--- src/rtl/audio_out_ctrl.sv ---
// audio_out_ctrl: system-clock sequencer for the I2S sample sender.
// Start/stop control, upstream word fetch into a FIFO, one word per sender tick.
module audio_out_ctrl #(
    parameter int DEPTH = 4,
    parameter int CNT_W = 8
) (
    input  logic             clk,
    input  logic             rst_n,
    input  logic             cmd_start,
    input  logic             cmd_stop,
    input  logic             cfg_22k,
    output logic             up_req,
    input  logic             up_valid,
    input  logic [31:0]      up_data,
    output logic             snd_start,
    output logic             snd_end,
    output logic             snd_22k,
    output logic             snd_valid,
    output logic [31:0]      snd_data,
    input  logic             snd_req_tick,
    input  logic             snd_req_mode,
    output logic             busy,
    output logic             underrun,
    output logic [CNT_W-1:0] underrun_cnt
);

    localparam int PW = (DEPTH > 1) ? $clog2(DEPTH) : 1;
    localparam int CW = PW + 1;

    typedef enum logic [1:0] {
        IDLE,
        RUN,
        DRAIN
    } state_t;

    state_t            state_q, state_d;
    logic [31:0]       mem_q [DEPTH];
    logic [PW-1:0]     wr_ptr_q, wr_ptr_d;
    logic [PW-1:0]     rd_ptr_q, rd_ptr_d;
    logic [CW-1:0]     count_q, count_d;
    logic              up_req_q, up_req_d;
    logic              tick_q, tick_d;
    logic              snd_start_q, snd_start_d;
    logic              snd_end_q, snd_end_d;
    logic              snd_22k_q, snd_22k_d;
    logic              snd_valid_q, snd_valid_d;
    logic [31:0]       snd_data_q, snd_data_d;
    logic              underrun_q, underrun_d;
    logic [CNT_W-1:0]  ucnt_q, ucnt_d;

    logic start_ok;
    logic req_evt;
    logic push;
    logic pop;
    logic fifo_empty;

    always_comb begin
        state_d     = state_q;
        wr_ptr_d    = wr_ptr_q;
        rd_ptr_d    = rd_ptr_q;
        up_req_d    = up_req_q;
        tick_d      = snd_req_tick;
        snd_start_d = 1'b0;
        snd_end_d   = 1'b0;
        snd_22k_d   = snd_22k_q;
        snd_valid_d = 1'b0;
        snd_data_d  = snd_data_q;
        underrun_d  = underrun_q;
        ucnt_d      = ucnt_q;

        fifo_empty = (count_q == '0);
        start_ok   = cmd_start & ~cmd_stop;
        req_evt    = snd_req_tick & ~tick_q & snd_req_mode
                   & (state_q != IDLE);
        push       = up_req_q & up_valid;
        pop        = req_evt & ~fifo_empty;

        unique case (state_q)
            IDLE: begin
                if (start_ok) begin
                    state_d     = RUN;
                    snd_start_d = 1'b1;
                    snd_22k_d   = cfg_22k;
                end
            end
            RUN: begin
                if (cmd_stop) begin
                    state_d = DRAIN;
                end
            end
            DRAIN: begin
                if (fifo_empty && !up_req_q) begin
                    state_d   = IDLE;
                    snd_end_d = 1'b1;
                end
            end
            default: state_d = IDLE;
        endcase

        // Single outstanding request; new ones only while running.
        if (up_req_q) begin
            up_req_d = ~up_valid;
        end else begin
            up_req_d = (state_q == RUN) && (count_q < CW'(DEPTH));
        end

        if (push) begin
            wr_ptr_d = wr_ptr_q + PW'(1);
        end

        if (pop) begin
            snd_valid_d = 1'b1;
            snd_data_d  = mem_q[rd_ptr_q];
            rd_ptr_d    = rd_ptr_q + PW'(1);
        end else if (req_evt && state_q == RUN) begin
            snd_valid_d = 1'b1;
            snd_data_d  = '0;
            underrun_d  = 1'b1;
            if (ucnt_q != '1) begin
                ucnt_d = ucnt_q + CNT_W'(1);
            end
        end

        count_d = count_q + CW'(push) - CW'(pop);

        if (state_q == IDLE && start_ok) begin
            wr_ptr_d   = '0;
            rd_ptr_d   = '0;
            count_d    = '0;
            underrun_d = 1'b0;
            ucnt_d     = '0;
        end
    end

    always_ff @(posedge clk) begin
        if (!rst_n) begin
            state_q     <= IDLE;
            wr_ptr_q    <= '0;
            rd_ptr_q    <= '0;
            count_q     <= '0;
            up_req_q    <= 1'b0;
            tick_q      <= 1'b0;
            snd_start_q <= 1'b0;
            snd_end_q   <= 1'b0;
            snd_22k_q   <= 1'b0;
            snd_valid_q <= 1'b0;
            snd_data_q  <= '0;
            underrun_q  <= 1'b0;
            ucnt_q      <= '0;
        end else begin
            state_q     <= state_d;
            wr_ptr_q    <= wr_ptr_d;
            rd_ptr_q    <= rd_ptr_d;
            count_q     <= count_d;
            up_req_q    <= up_req_d;
            tick_q      <= tick_d;
            snd_start_q <= snd_start_d;
            snd_end_q   <= snd_end_d;
            snd_22k_q   <= snd_22k_d;
            snd_valid_q <= snd_valid_d;
            snd_data_q  <= snd_data_d;
            underrun_q  <= underrun_d;
            ucnt_q      <= ucnt_d;
        end
    end

    // Storage needs no reset; occupancy is tracked by count_q.
    always_ff @(posedge clk) begin
        if (push) begin
            mem_q[wr_ptr_q] <= up_data;
        end
    end

    assign up_req       = up_req_q;
    assign snd_start    = snd_start_q;
    assign snd_end      = snd_end_q;
    assign snd_22k      = snd_22k_q;
    assign snd_valid    = snd_valid_q;
    assign snd_data     = snd_data_q;
    assign busy         = (state_q != IDLE);
    assign underrun     = underrun_q;
    assign underrun_cnt = ucnt_q;

endmodule

--- config.mk ---
export PLATFORM = sky130hd
export DESIGN_NAME = audio_out_ctrl
export DESIGN_NICKNAME = d
export VERILOG_FILES = /design/src/rtl/audio_out_ctrl.sv
export SDC_FILE = /design/constraint.sdc
export NUM_CORES = 1
export LEC_CHECK = 0
export CAP_MARGIN = 20
export CELL_PAD_IN_SITES_DETAIL_PLACEMENT = 1
export CELL_PAD_IN_SITES_GLOBAL_PLACEMENT = 1
export CORE_ASPECT_RATIO = 1.25
export CORE_UTILIZATION = 45
export CTS_BUF_LIST = sky130_fd_sc_hd__clkbuf_8 sky130_fd_sc_hd__clkbuf_16
export DETAILED_ROUTE_END_ITERATION = 10
export PLACE_DENSITY = 0.88
export SYNTH_ARGS = -nofsm -noshare
export SYNTH_HDL_FRONTEND = slang
export SYNTH_SLANG_ARGS = --single-unit
export TNS_END_PERCENT = 30
--- constraint.sdc ---
create_clock -name clk -period 3.21 [get_ports clk]
set_input_delay 0.321 -clock clk [delete_from_list [all_inputs] [get_ports clk]]
set_output_delay 0.321 -clock clk [all_outputs]
set_load 0.01 [all_outputs]
==> flow_summary_export.csv, run 1 <==
group,metric,value,unit
status,status,"finished, final reports clean",
worst_setup_path,r2r_setup_slack,1.02,ns
clock_tree,clk_pin_slew,0.07,ns
worst_setup_path,ff2ff_path_depth,9,
worst_setup_path,critical_path.max_stage_delay,0.38,ns
worst_setup_path,crit_type,"register to register",
sta,tightestPinTransition,0.916,ns
clock_tree,root_buffer,"clkbuf_16",
pwr,irDropWorstVdd,0.000338,V
detailed_routing,drc,0,
detailed_routing,wl_per_cell,21.8,um
worst_hold_path,whs_path_depth,2,
pwr,leakage,2.78,nW
clock_tree,cts_tree,"done",
cells_and_area,area_growth_syn_to_layout,23.9,%
global_routing,grt_pass1_vias,4252,
detailed_routing,via_per_inst,5.62,
placed_design,io_buffers,86,
clock_tree,cts_htree_levels,4,
worst_setup_path,worstSetupStartpointType,"register",
worst_setup_path,cp.arrival,2.48,ns
worst_setup_path,end_kind,"register",
floorplan,row_count,50,
global_routing,grt_max_degree,39,
floorplan,ios,87,
worst_setup_path,crit_cells,9,
yosys,synth_ff_type,"edfxtp_1",
worst_setup_path,path_delay_family,"adder cells",
floorplan,die-area,15800,um^2
clock_tree,post_cts_resized,0,
sta,min_period,2.19,ns
global_routing,antenna_found_initial,2,
sta,finalHoldViolations,0,
floorplan,die_h,140,um
global_routing,grt_overflow,0,
cells_and_area,design_area,8530,um^2
sta,layout_setup_ws,1.02,ns
yosys,seq_area_frac_synth,72.7,%
sta,drv_slew,0,
worst_setup_path,cpMaxStageDelayCell,"dfxtp_1",
detailed_routing,drtAntennaViolNets,0,
yosys,ys_types,44,
detailed_routing,via_count,3882,
clock_tree,post_cts_buffers,0,
cells_and_area,drive_gt1_share,15.6,%
sta,rsz0062_at_grt,"no",
sta,post-route-period-util,68.3,%
floorplan,start_util,46.0,%
sta,setup_violations,0,
worst_setup_path,worstPathMaxFanout,8,
placed_design,place.gp.congestion,0.736,
clock_tree,cts_sinks,186,
cells_and_area,multi_input_area,1760,um^2
yosys,syn_avg_cell_area,16.9,um^2
detailed_routing,postRouteWirelength,15100,um
sta,whs,0.501,ns
cells_and_area,fin_util,57.0,%
yosys,ys_seq_elements,186,
pwr,cellPowerDensity,566,nW/um^2
cells_and_area,nNetsFinal,542,
worst_hold_path,hold_path_class,"register to register",
placed_design,post-dp-hpwl,8940,um
worst_setup_path,path_buf_inv,1,
global_routing,grt_usage,20.5,%
clock_tree,cts.path.max_buffers,2,
clock_tree,cts_buffers,17,
sta,fin_skew,0.0116,ns
placed_design,dpl-instance-area,7930,um^2
yosys,synth_edf_count,128,
cells_and_area,seq_area,5010,um^2
worst_setup_path,critPathRequiredTime,3.50,ns
detailed_routing,dr.pass1.iters,4,
detailed_routing,dr.first_iter.drc_count,206,
clock_tree,clock_latency,0.43,ns
sta,maxSlewHeadroom,38.9,%
yosys,syn_area,6880,um^2
sta,max_freq,456,MHz
sta,timing.setup.tns,0,ns
yosys,synthesis.nets,455,
clock_tree,postCtsHoldBufs,0,
yosys,async_reset_ff_share,0,%
placed_design,pre_cts_ws,0.680,ns
yosys,syn-instance-count,407,
yosys,ys_warn_count,0,
cells_and_area,nFillCells,1388,
job,maxCapViolCount,0,
floorplan,die_w,113,um
global_routing,grt_first_pass_wirelength,23700,um
worst_setup_path,path_cells,"nor2_1 > nor3_4 > ha_1 > inv_1 > ha_1 > fa_1 > xnor2_1 > xnor2_1 > nor2_1",
floorplan,core,15000,um^2
-- worst reg2reg max path: stages (launching register included) --
cell and delay, ns:
dfxtp_1 0.38, nor2_1 0.33, nor3_4 0.08, ha_1 0.28, inv_1 0.04, ha_1 0.19
fa_1 0.38, xnor2_1 0.17, xnor2_1 0.15, nor2_1 0.06
-- sequential cells by signal, indices dropped and copies added, names as in the netlist, 2 cells and up, named ones only --
signal and flops:
mem_q 128, snd_data 32, count_q 3, underrun_cnt 8, wr_ptr_q 2, state_q 2, rd_ptr_q 2
-- cell type report --
type	count	area share (%)
diodes	2	0.0587
clock buffers	18	5.15
clock inverters	14	1.83
inverters	10	0.440
multi-input cells	190	20.6
flip-flops and latches	186	58.7
well taps	182	2.67
repair buffers	89	10.5
-- where the power goes --
| group | switching, W | total [W] | leakage, nW | internal [W] |
|---|---|---|---|---|
| Combinational | 0.0000694 | 0.000135 | 0.861 | 0.0000659 |
| Clock | 0.000871 | 0.00211 | 0.298 | 0.00124 |
| Sequential | 0.00000777 | 0.00258 | 1.62 | 0.00257 |
| Total | 0.000948 | 0.00482 | 2.78 | 0.00387 |
-- path summary, 6_finish.rpt --
| path | startpoint | endpoint |
|---|---|---|
| setup / recovery | state_q[1] | count_q[2] |
| hold / removal | snd_22k | snd_22k |
| setup reg to reg | state_q[1] | count_q[2] |
| hold reg to reg | snd_22k | snd_22k |
-- Yosys cell counts (all sizes together) (2+ instances only) --
library cell	n	area (um^2)
o31ai	3	22.5
dfxtp	58	1160
o21ai	3	15.0
nand3	4	25.0
nor3	4	47.5
nand3b	2	15.0
nand2	6	22.5
and2	5	31.3
or4	3	26.3
inv	10	37.5
nor4	2	12.5
o41ai	2	17.5
nor2	46	173
ha	7	87.6
nand4	2	12.5
edfxtp	128	3840
a21oi	8	43.8
buf	6	36.3
a22oi	32	240
nor2b	2	12.5
xnor2	4	35.0
and3	8	50.1
clkbuf	15	56.3
or3	2	15.0
mux4	32	721
-- layer usage --
metal	share of wire, %	vias to the layer above	track usage, %
met3	3.0	18	3.50
li1	-	1758	-
met2	54	97	37.2
met4	2.2	0	9.82
met1	40	2009	23.3
met5	0	-	0
-- logic make-up (layout without fill, tap and decap cells) --
| group | count (synthesis) | in the layout | synth area share [%] |
|---|---|---|---|
| XOR/XNOR | 5 | 5 | 0.636 |
| AND/OR/NAND/NOR | 92 | 92 | 7.13 |
| AO/OA/AOI/OAI | 52 | 52 | 5.42 |
| other | 0 | 2 | 0 |
| buffers and inverters | 31 | 131 | 1.89 |
| adder cells (fa/ha/maj) | 8 | 8 | 1.56 |
| flip-flops | 186 | 186 | 72.7 |
| multiplexers | 33 | 33 | 10.6 |
-- per-stage QoR --
step           std cells  total power, W
6_report             691         0.00482
5_1_grt              691         0.00496
4_1_cts              689         0.00486
3_5_place_dp         657         0.00277
3_3_place_gp         657         0.00276
2_1_floorplan        407         0.00268
-- cells in the final DEF, fill, tap and decap left out, types with 2 or more instances in the layout --
master,netlist,routed
dfxtp_1,58,56
or4_1,2,2
bufinv_16,0,3
or3_2,2,2
buf_4,0,2
xnor2_1,4,4
nand2_1,6,6
a22oi_1,32,32
o41ai_1,2,2
and3_2,0,4
edfxtp_1,128,128
nand3b_1,2,2
clkdlybuf4s50_1,0,86
inv_1,10,13
nor2_1,46,46
and3_1,8,4
clkinv_4,0,2
o31ai_1,3,3
nor3_4,2,3
ha_1,7,7
clkinvlp_4,0,2
clkinv_2,0,2
mux4_2,32,32
nor2b_1,2,2
nor4_1,2,2
diode_2,0,2
dfxtp_2,0,2
nand3_1,3,3
a21oi_1,7,7
and2_1,5,5
o21ai_0,3,3
clkbuf_16,0,17
nand4_1,2,2
Power figures use the tool's default switching activity.
==> run 2, diff against run 1 <==
==> constraint.sdc (replaced) <==
create_clock -name clk -period 2.19 [get_ports clk]
set_input_delay 0.219 -clock clk [delete_from_list [all_inputs] [get_ports clk]]
set_output_delay 0.219 -clock clk [all_outputs]
set_load 0.01 [all_outputs]
==> run 2 against run 1 <==
Compared with the run above: cell area is 1.6% higher; critical path type unchanged; register-to-register slack lost 0.91 ns; sequential share of layout area fell by 0.92 points; critical endpoint unchanged; clock power up 37%; fmax rose by 5.1%; setup slack worse by 0.91 ns; final cell count grew 2.0%; sequential power increased by 47%; clock-buffer cell count up 4; die area unchanged.
==> flow_summary_export.csv, run 2 (synthesis results as in run 1) <==
group,metric,value,unit
clock_tree,postCtsHoldBufs,0,
detailed_routing,via_per_inst,5.57,
detailed_routing,dr.first_iter.drc_count,217,
sta,timing.setup.tns,0,ns
cells_and_area,nNetsFinal,558,
status,status,"finished, final reports clean",
detailed_routing,drc,0,
global_routing,grt_first_pass_wirelength,23900,um
global_routing,grt_overflow,0,
placed_design,post-dp-hpwl,9420,um
worst_setup_path,cpMaxStageDelayCell,"dfxtp_1",
worst_setup_path,r2r-end,"count_q[2]",
sta,rsz0062_at_grt,"no",
cells_and_area,largest_reg_flops,128,
floorplan,ios,87,
worst_setup_path,worstSetupStartpointType,"register",
placed_design,place.gp.congestion,0.741,
sta,post-route-period-util,95.3,%
detailed_routing,dr.max_layer_used,"met4",
floorplan,start_util,46.0,%
sta,maxSlewHeadroom,66.7,%
sta,tightestPinTransition,0.499,ns
global_routing,antenna_found_initial,1,
worst_hold_path,hold_path_class,"input port to register",
clock_tree,clk_pin_slew,0.06,ns
sta,whs,0.414,ns
floorplan,core,15000,um^2
job,maxCapViolCount,0,
detailed_routing,wl_met2,8320,um
detailed_routing,via_count,3930,
cells_and_area,drive_gt1_share,18.8,%
clock_tree,cts_sinks,186,
floorplan,die-area,15800,um^2
sta,layout_setup_ws,0.102,ns
floorplan,row_count,50,
worst_hold_path,hold_start,"cmd_start",
cells_and_area,largest_register,"mem_q",
floorplan,die_h,140,um
worst_hold_path,whs_path_depth,3,
worst_setup_path,cp.arrival,2.40,ns
clock_tree,cts_buffers,17,
clock_tree,cts.path.max_buffers,2,
global_routing,grt_usage,20.8,%
cells_and_area,final_common_cell,"edfxtp_1",
worst_setup_path,reg2reg_from,"count_q[1]",
placed_design,pre_cts_ws,-0.129,ns
sta,setup_violations,0,
detailed_routing,postRouteWirelength,15200,um
pwr,leakage,2.85,nW
cells_and_area,layoutNonFillerInstCount,705,
cells_and_area,final_cell_mix,"edfxtp_1, clkdlybuf4s50_1, dfxtp_1, nor2_1",
worst_setup_path,critical_path.max_stage_delay,0.36,ns
sta,drv_slew,0,
sta,fin_skew,0.00936,ns
detailed_routing,dr.pass1.iters,4,
sta,max_freq,479,MHz
pwr,cellPowerDensity,796,nW/um^2
detailed_routing,wl_per_cell,21.6,um
floorplan,die_w,113,um
pwr,irDropWorstVdd,0.000719,V
detailed_routing,met3RoutedLength,545,um
clock_tree,clock_latency,0.43,ns
worst_setup_path,crit_type,"register to register",
worst_hold_path,holdPathEnd,"state_q[0]",
global_routing,grt_pass1_vias,4366,
detailed_routing,drtAntennaViolNets,0,
placed_design,io_buffers,86,
sta,min_period,2.09,ns
sta,finalHoldViolations,0,
clock_tree,cts_tree,"done",
worst_setup_path,worstPathMaxFanout,4,
worst_setup_path,critPathRequiredTime,2.50,ns
global_routing,grt_max_degree,39,
cells_and_area,area_growth_syn_to_layout,25.9,%
detailed_routing,wl_met1,5940,um
worst_setup_path,ff2ff_path_depth,9,
placed_design,dp_cells,672,
clock_tree,root_buffer,"clkbuf_16",
clock_tree,cts_htree_levels,4,
worst_setup_path,end_kind,"register",
worst_setup_path,r2r_setup_slack,0.10,ns
worst_setup_path,path_cells,"nor3_4 > nor3_4 > ha_1 > inv_1 > ha_1 > fa_2 > xnor2_1 > xnor2_1 > nor2_1",
## run 2: worst max-delay path: cells and delay by family, from the launching register on
kind	cells	cell delay, ns
buffers and inverters	1	0.04
AND/OR/NAND/NOR	3	0.42
adder cells (fa/ha/maj)	3	0.78
XOR/XNOR	2	0.37
flip-flops	1	0.36
## run 2: final cells by class
| type | count | area [um^2] |
|---|---|---|
| Timing Repair Buffer | 105 | 1050 |
| Clock buffer | 22 | 505 |
| Antenna cell | 1 | 2.50 |
| Fill cell | 1373 | 6290 |
| Multi-Input combinational cell | 190 | 1760 |
| Inverter | 10 | 37.5 |
| Tap cell | 182 | 228 |
| Clock inverter | 9 | 65.1 |
| Sequential cell | 186 | 5010 |
## run 2: how the worst max path moves through the flow
stage | startpoint | to | slack, ns | cells past startpoint
global placement | snd_req_tick | count_q[2] | -0.06 | 10
finish | count_q[1] | count_q[2] | 0.10 | 9
floorplan | tick_q | count_q[2] | 0.001 | 10
detailed placement | snd_req_tick | count_q[2] | -0.13 | 10
global route | count_q[1] | count_q[2] | 0.005 | 9
CTS | count_q[1] | count_q[2] | 0.07 | 9
## run 2: metal layers
| metal | up-vias | track usage [%] |
|---|---|---|
| met5 | - | 0 |
| met4 | 0 | 10.5 |
| met3 | 27 | 4.33 |
| met2 | 104 | 36.6 |
| met1 | 2017 | 24.1 |
| li1 | 1782 | - |
## run 2: through the flow
| step | total power (W) | util, % | instance area (um^2) |
|---|---|---|---|
| 2_1_floorplan | 0.00392 | - | 6900 |
| 3_3_place_gp | 0.00405 | 54.0 | 8080 |
| 3_5_place_dp | 0.00407 | 54.0 | 8080 |
| 4_1_cts | 0.00695 | 57.8 | 8650 |
| 5_1_grt | 0.00709 | 57.9 | 8660 |
| 6_report | 0.00690 | 57.9 | 8660 |
## run 2: repair_timing
| item | in CTS | in global routing |
|---|---|---|
| buffers inserted | 0 | 1 |
| gates resized for setup | 0 | 1 |
| endpoints found under the setup margin | 0 | 1 |
## run 2: power by group
part / total [W] / switching (W) / leakage (nW) / internal [W]
logic: 0.000214 / 0.000106 / 0.953 / 0.000108
clock network: 0.00290 / 0.00127 / 0.274 / 0.00163
registers: 0.00378 / 0.00000969 / 1.62 / 0.00377
==> run 3, diff against run 2 <==
--- a/config.mk
+++ b/config.mk
@@ -5,12 +5,13 @@
 export SDC_FILE = /design/constraint.sdc
 export NUM_CORES = 1
 export LEC_CHECK = 0
-export CAP_MARGIN = 20
+export CAP_MARGIN = 5
 export CELL_PAD_IN_SITES_DETAIL_PLACEMENT = 1
 export CELL_PAD_IN_SITES_GLOBAL_PLACEMENT = 1
 export CORE_ASPECT_RATIO = 1.25
 export CORE_UTILIZATION = 45
 export CTS_BUF_LIST = sky130_fd_sc_hd__clkbuf_8 sky130_fd_sc_hd__clkbuf_16
+export CTS_CLUSTER_DIAMETER = 60
 export DETAILED_ROUTE_END_ITERATION = 10
 export PLACE_DENSITY = 0.88
 export SYNTH_ARGS = -nofsm -noshare
==> results of run 3 <==
The final DEF is identical to that of run 2; final timing and power are the same.
